===== src/rtl/cpu_types_pkg.sv =====
// Shared CPU types for the execute stage: multiply/divide opcodes, sequencer states
// and the iteration count of the multi-cycle unit.
package cpu_types_pkg;

  typedef enum logic [1:0] {
    MD_MULT  = 2'd0,
    MD_MULTU = 2'd1,
    MD_DIV   = 2'd2,
    MD_DIVU  = 2'd3
  } muldiv_op_t;

  typedef enum logic [1:0] {
    IDLE = 2'd0,
    CALC = 2'd1,
    FIX  = 2'd2,
    DONE = 2'd3
  } muldiv_state_t;

  localparam int MULDIV_STEPS = 32;

  function automatic logic md_is_div(input muldiv_op_t op);
    return (op == MD_DIV) || (op == MD_DIVU);
  endfunction

  function automatic logic md_is_signed(input muldiv_op_t op);
    return (op == MD_MULT) || (op == MD_DIV);
  endfunction

endpackage


===== src/rtl/muldiv_sign_fix.sv =====
// Combinational conditional two's-complement negate, used both to take operand
// magnitudes and to restore the sign of finished results.
module muldiv_sign_fix #(
  parameter int W = 64
) (
  input  logic [W-1:0] value,
  input  logic         negate,
  output logic [W-1:0] result
);

  assign result = negate ? (~value + W'(1)) : value;

endmodule


===== src/rtl/muldiv_unit.sv =====
// Iterative MIPS MULT/MULTU/DIV/DIVU unit: one shift-add or restoring-divide step
// per cycle on magnitudes, then a single sign-correction cycle before HI/LO update.
module muldiv_unit
  import cpu_types_pkg::*;
#(
  parameter int WIDTH = 32,
  parameter int STEPS = MULDIV_STEPS
) (
  input  logic             CLK,
  input  logic             RST,
  input  logic             start,
  input  muldiv_op_t       op,
  input  logic [WIDTH-1:0] PortA,
  input  logic [WIDTH-1:0] PortB,
  output logic             busy,
  output logic             done,
  output logic [WIDTH-1:0] hi,
  output logic [WIDTH-1:0] lo,
  output logic             div_by_zero
);

  localparam int CW = $clog2(STEPS);
  localparam logic [CW-1:0] LAST = CW'(STEPS - 1);

  muldiv_state_t      state, next_state;
  muldiv_op_t         op_q;
  logic [CW-1:0]      count;
  logic [WIDTH-1:0]   operand_q;
  logic [2*WIDTH-1:0] acc, acc_step;
  logic               sign_res, sign_rem;

  logic               in_signed, b_zero;
  logic [WIDTH-1:0]   a_mag, b_mag;
  logic [WIDTH:0]     sum, rem_shift, diff;
  logic [2*WIDTH-1:0] main_raw, main_fixed;
  logic [WIDTH-1:0]   rem_fixed;

  assign in_signed = md_is_signed(op);
  assign b_zero    = (PortB == '0);

  muldiv_sign_fix #(.W(WIDTH)) u_abs_a (
    .value  (PortA),
    .negate (in_signed & PortA[WIDTH-1]),
    .result (a_mag)
  );

  muldiv_sign_fix #(.W(WIDTH)) u_abs_b (
    .value  (PortB),
    .negate (in_signed & PortB[WIDTH-1]),
    .result (b_mag)
  );

  // Product is corrected as a whole; for divides only the quotient shares this path.
  assign main_raw = md_is_div(op_q) ? {{WIDTH{1'b0}}, acc[WIDTH-1:0]} : acc;

  muldiv_sign_fix #(.W(2*WIDTH)) u_fix_main (
    .value  (main_raw),
    .negate (sign_res),
    .result (main_fixed)
  );

  muldiv_sign_fix #(.W(WIDTH)) u_fix_rem (
    .value  (acc[2*WIDTH-1:WIDTH]),
    .negate (sign_rem),
    .result (rem_fixed)
  );

  // acc holds {upper, multiplier} for multiplies and {remainder, quotient} for divides.
  always_comb begin
    acc_step  = acc;
    sum       = '0;
    rem_shift = '0;
    diff      = '0;
    if (md_is_div(op_q)) begin
      rem_shift = acc[2*WIDTH-1:WIDTH-1];
      diff      = rem_shift - {1'b0, operand_q};
      if (!diff[WIDTH]) acc_step = {diff[WIDTH-1:0], acc[WIDTH-2:0], 1'b1};
      else              acc_step = {rem_shift[WIDTH-1:0], acc[WIDTH-2:0], 1'b0};
    end else begin
      sum      = {1'b0, acc[2*WIDTH-1:WIDTH]} + (acc[0] ? {1'b0, operand_q} : '0);
      acc_step = {sum, acc[WIDTH-1:1]};
    end
  end

  always_ff @(posedge CLK) begin
    if (RST) state <= IDLE;
    else     state <= next_state;
  end

  always_comb begin
    next_state = state;
    busy       = 1'b0;
    done       = 1'b0;
    case (state)
      IDLE: if (start) next_state = (md_is_div(op) && b_zero) ? DONE : CALC;
      CALC: begin
        busy = 1'b1;
        if (count == LAST) next_state = FIX;
      end
      FIX: begin
        busy       = 1'b1;
        next_state = DONE;
      end
      DONE: begin
        done       = 1'b1;
        next_state = IDLE;
      end
      default: next_state = IDLE;
    endcase
  end

  always_ff @(posedge CLK) begin
    if (RST) begin
      op_q        <= MD_MULT;
      count       <= '0;
      operand_q   <= '0;
      acc         <= '0;
      sign_res    <= 1'b0;
      sign_rem    <= 1'b0;
      hi          <= '0;
      lo          <= '0;
      div_by_zero <= 1'b0;
    end else begin
      case (state)
        IDLE: if (start) begin
          op_q        <= op;
          count       <= '0;
          div_by_zero <= 1'b0;
          sign_res    <= in_signed & (PortA[WIDTH-1] ^ PortB[WIDTH-1]);
          sign_rem    <= in_signed & PortA[WIDTH-1];
          if (md_is_div(op)) begin
            operand_q <= b_mag;
            acc       <= {{WIDTH{1'b0}}, a_mag};
            // A zero divisor skips iteration and publishes the MIPS-style result now.
            if (b_zero) begin
              hi          <= PortA;
              lo          <= '1;
              div_by_zero <= 1'b1;
            end
          end else begin
            operand_q <= a_mag;
            acc       <= {{WIDTH{1'b0}}, b_mag};
          end
        end
        CALC: begin
          acc   <= acc_step;
          count <= count + CW'(1);
        end
        FIX: begin
          if (md_is_div(op_q)) begin
            hi <= rem_fixed;
            lo <= main_fixed[WIDTH-1:0];
          end else begin
            {hi, lo} <= main_fixed;
          end
        end
        default: ;
      endcase
    end
  end

endmodule


===== config.mk =====
export PLATFORM = sky130hd
export DESIGN_NAME = muldiv_unit
export DESIGN_NICKNAME = d
export VERILOG_FILES = /design/src/rtl/cpu_types_pkg.sv /design/src/rtl/muldiv_sign_fix.sv /design/src/rtl/muldiv_unit.sv
export SDC_FILE = /design/constraint.sdc
export NUM_CORES = 1
export LEC_CHECK = 0
export ABC_AREA = 1
export CAP_MARGIN = 20
export CORE_AREA = 2 2 226 228
export CTS_CLUSTER_DIAMETER = 40
export DETAILED_ROUTE_END_ITERATION = 7
export DIE_AREA = 0 0 228 230
export DONT_BUFFER_PORTS = 1
export PLACE_DENSITY_LB_ADDON = 0.3
export SLEW_MARGIN = 10
export SYNTH_ARGS = -nofsm -noshare
export SYNTH_HDL_FRONTEND = slang
export SYNTH_HIERARCHICAL = 1
export SYNTH_SLANG_ARGS = --single-unit

===== constraint.sdc =====
create_clock -name CLK -period 3.88 [get_ports CLK]
set_input_delay 0.776 -clock CLK [delete_from_list [all_inputs] [get_ports CLK]]
set_output_delay 0.776 -clock CLK [all_outputs]
set_load 0.03 [all_outputs]

# Word-level counts from Yosys, hierarchy flattened
# Cells that the tools add are included.
[word_totals]
regBits = 172
in_bits = 69
output_inout_bits = 67
word_cells = 82
[op_classes]
addsub = 7
eq_ne = 12
mux = 31
bitwise_logic = 8
n_reduce_logical = 14
[ops]
columns = ["cell", "n"]
rows = [
  ["$mux W32", 13],
  ["$mux W64", 5],
  ["$pmux W32 S2", 2],
  ["$pmux W64 S2", 1],
  ["$add A32 B1 Y32 const B", 3],
  ["$not A32 Y32", 3],
  ["$add A64 B1 Y64 const B", 1],
  ["$not A64 Y64", 1],
  ["$add A32 B32 Y33", 1],
  ["$sub A33 B32 Y33", 1],
  ["$logic_not A32 Y1", 1],
  ["$eq A2 B2 Y1 const B", 6],
  ["$pmux W5 S2", 1],
  ["$ne A2 B2 Y1 const B", 4],
  ["$pmux W2 S4", 1],
  ["$mux W2", 3],
  ["$reduce_and A2 Y1", 3],
  ["$add A5 B1 Y5 const B", 1],
  ["$eq A5 B5 Y1 const B", 1],
  ["$mux W5", 1],
  ["$logic_not A2 Y1", 2],
  ["$mux W1", 4],
  ["$reduce_and A4 Y1", 1],
  ["$reduce_bool A2 Y1", 2],
  ["6 further kinds", 10],
]

# Depth between registers and ports, before layout
[logic_depth]
ltp_word = 8
mapped_depth = 20
mapped_depth_nobuf = 19

# Hierarchy
# Netlist, hierarchy kept.
[by_module_without_submodules]
columns = ["module", "instances", "cells_each", "area_each_um2", "seq_area_each_um2"]
rows = [
  ["muldiv_unit", 1, 2374, 13998.4, 3423.3],
  ["muldiv_sign_fix at u_abs_a ...", 3, 227, 1108.6, 0.0],
  ["muldiv_sign_fix at u_fix_main", 1, 498, 2466.1, 0.0],
]

# Worst setup path after synthesis
# No wires, ideal clock.
[synth_path]
path_type = "register to register"
start = "register acc[0]"
end = "register acc[57]"
setup_time_ns = 0.132
t_arrival_ns = 2.567
t_required_ns = 3.748
slack_ns = 1.181
stages_incl_launch_ff = 18
n_path_buf = 2
period_less_slack_ns = 2.699
path_cell_list = "dfxtp_1 clkbuf_1 clkbuf_1 nand2_1 inv_1 ha_1 inv_1 fa_1 o21ai_1 nand2_1 nand2_1 inv_1 o21ai_1 nand2_1 nand3_1 nand3_1 nand3_1 a21oi_1"
[synth_via]
elab_chain_len = 4
[synth_lines]
columns = ["element", "line", "text"]
rows = [
  ["start: declaration", "muldiv_unit.sv:29", "logic [2*WIDTH-1:0] acc, acc_step;"],
  ["start signal: assignment", "muldiv_unit.sv:133", "acc <= {{WIDTH{1'b0}}, a_mag};"],
  ["start signal: assignment", "muldiv_unit.sv:142", "acc <= {{WIDTH{1'b0}}, b_mag};"],
  ["start signal: assignment", "muldiv_unit.sv:146", "acc <= acc_step;"],
  ["$mux W32", "muldiv_unit.sv:80", "sum = {1'b0, acc[2*WIDTH-1:WIDTH]} + (acc[0] ? {1'b0, operand_q} : '0);"],
  ["$add A32 B32 Y33", "muldiv_unit.sv:80", ""],
  ["$mux W64", "muldiv_unit.sv:74", "if (md_is_div(op_q)) begin"],
  ["$pmux W64 S2", "muldiv_unit.sv:124", "case (state)"],
]
# No other way between the ends.
# A chain may end at the register's enable or synchronous reset.

# Worst setup path after layout
[layout_path]
start = "register acc[31]"
end = "register acc[45]"
[layout_via]
elab_chain_len = 4
[layout_lines]
columns = ["element", "line", "text"]
rows = [
  ["$sub A33 B32 Y33", "muldiv_unit.sv:76", "diff = rem_shift - {1'b0, operand_q};"],
  ["$mux W64", "muldiv_unit.sv:77", "if (!diff[WIDTH]) acc_step = {diff[WIDTH-1:0], acc[WIDTH-2:0], 1'b1};"],
  ["$mux W64", "muldiv_unit.sv:74", ""],
  ["$pmux W64 S2", "muldiv_unit.sv:124", ""],
]
# No other way between the ends.

==> flow_metrics.env <==
export IMPL_synth_seq_cells=171
export IMPL_fin_ws_ns=0.692
export IMPL_min_period_ns=3.19
export IMPL_min_path_type="in2reg"
export IMPL_worst_setup_path_start_kind="flip-flop"
export IMPL_worstSetupPathType="reg2reg"
export IMPL_power_frac_comb=0.639
export IMPL_reg2reg_from="acc[31]$_SDFFE_PP0P_"
export IMPL_p_per_area_nw_per_um2=681
export IMPL_syn_nets=3698
export IMPL_cts_root_buf="clkbuf_16"
export IMPL_drive_gt1_frac=0.0754
export IMPL_rsz0062_at_grt="no"
export IMPL_antenna_found_initial=1
export IMPL_row_count=82
export IMPL_cts_sinks=171
export IMPL_r2r_cells=19
export IMPL_fmax_mhz=314
export IMPL_cts_setup_buffers=0
export IMPL_met2_usage=0.446
export IMPL_via_per_inst=5.45
export IMPL_dp_slack_ns=0.768
export IMPL_die_w_um=228
export IMPL_yosysSeqAreaShare=0.173
export IMPL_antenna_left=0
export IMPL_synth_edf_count=0
export IMPL_layout_area_overhead_vs_synth_pct=6.04
export IMPL_dr_pass1_iters=6
export IMPL_fin_crit_sh=0.822
export IMPL_tritoncts="built"
export IMPL_synth_distinct_cells=52
export IMPL_required_ns=4.27
export IMPL_drt_wl_total_um=80800
export IMPL_clkPwrFrac=0.125
export IMPL_clkTransAtPathRegs_ns=0.07
export IMPL_hold_buffers=0
export IMPL_worst_slew_pin_slew_ns=0.812
export IMPL_synth_top_area_share=0.196
export IMPL_initialDrtViolationCount=2916
export IMPL_cp_endpoint="acc[45]$_SDFFE_PP0P_"
export IMPL_io_pins=136
export IMPL_num_vias=22702
export IMPL_yosys_top_cells_area="nand2_1 (20%), dfxtp_1 (17%), inv_1 (9.0%), nor2_1 (8.7%), a21oi_1 (6.9%)"
export IMPL_busiest_layer="met2"
export IMPL_yosysTopAreaCell="nand2_1"
export IMPL_timing_rr_end="acc[45]$_SDFFE_PP0P_"
export IMPL_die_h_um=230
export IMPL_syn_area_per_cell_sq_um=5.57
export IMPL_path_max_fanout=30
export IMPL_grt_util_met3=0.0649
export IMPL_clock_latency_ns=0.48
export IMPL_grt_pass1_vias=20370
export IMPL_vdd_drop_max_mv=0.482
export IMPL_io_buffer_count=0
export IMPL_globalRouteOverflowTotal=0
export IMPL_htreeDepth=4
export IMPL_synth_ff_type="dfxtp_1"
export IMPL_fin_area_sq_um=21000
export IMPL_p_sw_frac=0.582
export IMPL_met1_usage=0.409
export IMPL_synth_cell_area_sq_um=19800
export IMPL_start_util=0.397
export IMPL_grt_use_total=0.301
export IMPL_drv_cap=0
export IMPL_finalHoldViolations=0
export IMPL_slew_headroom=0.458
export IMPL_synthCells=3553
export IMPL_power_switching_uw=8320
export IMPL_final_nets=3622
export IMPL_postCtsResizedCells=0
export IMPL_leakagePower_uw=0.0105
export IMPL_synthArstFlopShare=0
export IMPL_gp_congestion=1.05
export IMPL_grt_pass1_wl_um=121000
export IMPL_place_area_sq_um=20400
export IMPL_cts_buffers_inserted=17
export IMPL_drc_errors=0
export IMPL_hold_start="RST"
export IMPL_finClkSkew_ns=0.0151
export IMPL_die_area_sq_um=52400
export IMPL_whs_ns=0.366
export IMPL_fin_setup_tns_ns=0
export IMPL_p_int_uw=5970
export IMPL_dp_hpwl_um=64400
export IMPL_worstSetupEndpointType="flip-flop"
export IMPL_synth_yosys_warnings=6
export IMPL_wl_per_cell_um=19.4
export IMPL_totalPowerFinal_uw=14300
export IMPL_final_setup_viol_count=0
export IMPL_grt_max_degree=114
export IMPL_finalMaxSlewViolations=0
export IMPL_clockBufferDepth=2
export IMPL_cp_arrival_ns=3.58
export IMPL_diodes=0
export IMPL_coreArea_sq_um=49900
export IMPL_cp_startpoint="acc[31]$_SDFFE_PP0P_"
export IMPL_p_seq_frac=0.236
export IMPL_status="complete, no violations"
export IMPL_r2r_slack_ns=0.69
logic make-up (layout without fill, tap and decap cells):
logic type | count (synthesis) | count (layout) | synth area share
buffers and inverters | 633 | 570 | 0.126
DFF | 171 | 171 | 0.173
xor gates and xnor gates | 95 | 95 | 0.0424
AOI/OAI and AO/OA | 657 | 657 | 0.189
adders and majority gates | 76 | 76 | 0.0488
and+or+nand+nor | 1921 | 1921 | 0.421
power groups by stage:
stage / combinational (uW) / sequential, uW / clock [uW]
global route: 10100 / 3400 / 1860
global placement: 8890 / 3390 / 0
finish: 9140 / 3370 / 1780
CTS: 8920 / 3350 / 1800
detailed placement: 8850 / 3390 / 0
floorplan: 6690 / 3020 / 0
critical path, cell delays in order (launching register included):
cell     delay (ns)
dfxtp_1        0.43
inv_1          0.11
ha_1           0.22
fa_1           0.48
inv_1          0.14
nand2_1        0.06
nand2_1        0.08
nand3_1        0.08
nand2_2        0.12
nand2_1        0.08
nand2_2        0.08
nand2_2        0.06
nand2_1        0.05
nand2_1        0.08
nand2_2        0.20
buf_4          0.38
nand2_1        0.10
nand3_1        0.09
nand3_1        0.08
a21oi_1        0.17
flip-flops by register name, summed over array words and instances (netlist names):
| name | cells |
|---|---|
| acc | 64 |
| hi | 32 |
| lo | 32 |
| operand_q | 32 |
| count | 5 |
| state | 2 |
| div_by_zero | 1 |
| op_q | 1 |
| sign_rem | 1 |
| sign_res | 1 |
layout make-up:
type                       count  area, sq um
inverter                     491         1860
clock buffer                  19          443
multi-input combinational   2749        13900
fill                        5631        28900
clock inverter                13          134
timing repair buffer          47          378
sequential                   171         3430
tap                          672          841
worst min-delay path by stage:
stage                       endpoint  slack (ns)  cells past startpoint
2_1_floorplan  count[4]$_SDFFE_PP0P_        0.45                      2
3_3_place_gp   count[4]$_SDFFE_PP0P_        0.46                      2
3_5_place_dp   count[4]$_SDFFE_PP0P_        0.46                      2
4_1_cts        sign_res$_SDFFE_PP0P_        0.35                      1
5_1_grt        sign_res$_SDFFE_PP0P_        0.36                      1
6_report       sign_res$_SDFFE_PP0P_        0.37                      1
cells in the final DEF, fill, tap and decap left out, types with 5 or more instances in the layout:
cell and count:
a21o_1 7, a21oi_1 272, a31o_2 23, buf_4 45, clkbuf_16 17, dfxtp_1 169, ha_1 72, inv_1 474
inv_2 13, inv_6 8, nand2_1 1033, nand2_2 24, nand2_4 7, nand3_1 223, nand3_2 13, nand3b_1 13
nand4_1 40, nor2_1 456, nor2_2 40, nor2_4 26, nor2_8 6, nor3_1 15, nor4_1 9, o211ai_1 5
o21a_1 36, o21ai_0 243, o21ai_1 10, o21ai_2 7, o21ai_4 7, o21bai_1 8, o221ai_1 27, or2_2 6
xnor2_1 49, xor2_1 45
routing by layer:
metal | wire (um) | part of all wire
met5 | 0 | 0
met4 | 4460 | 0.055
met3 | 8460 | 0.10
met2 | 33300 | 0.41
met1 | 34500 | 0.43
stage by stage:
step,utilization,instances
floorplan,-,3553
global placement,0.409,4130
detailed placement,0.409,4130
CTS,0.421,4162
global route,0.421,4162
finish,0.421,4162
cells in the mapped netlist, types with 5 or more instances:
library cell and number:
dfxtp_1 171, nor2_8 6, buf_4 13, nor2_4 26
ha_1 74, o221ai_1 27, o21ai_1 11, clkbuf_1 97
xor2_1 45, nor2_2 37, buf_2 19, o21a_1 36
o211ai_1 5, nand4_1 40, o21bai_1 8, o21ai_0 243
nand2_1 1035, nand2_4 6, xnor2_1 49, nor3_1 15
a21o_1 7, nor2_1 459, nand2_2 23, nand3b_1 13
a21oi_1 272, nor4_1 9, buf_1 9, nand3_2 13
or2_2 6, inv_1 475, inv_2 11, o21ai_4 6
o21ai_2 7, a31o_2 23, nand3_1 223
(Power assumes the default switching activity.)
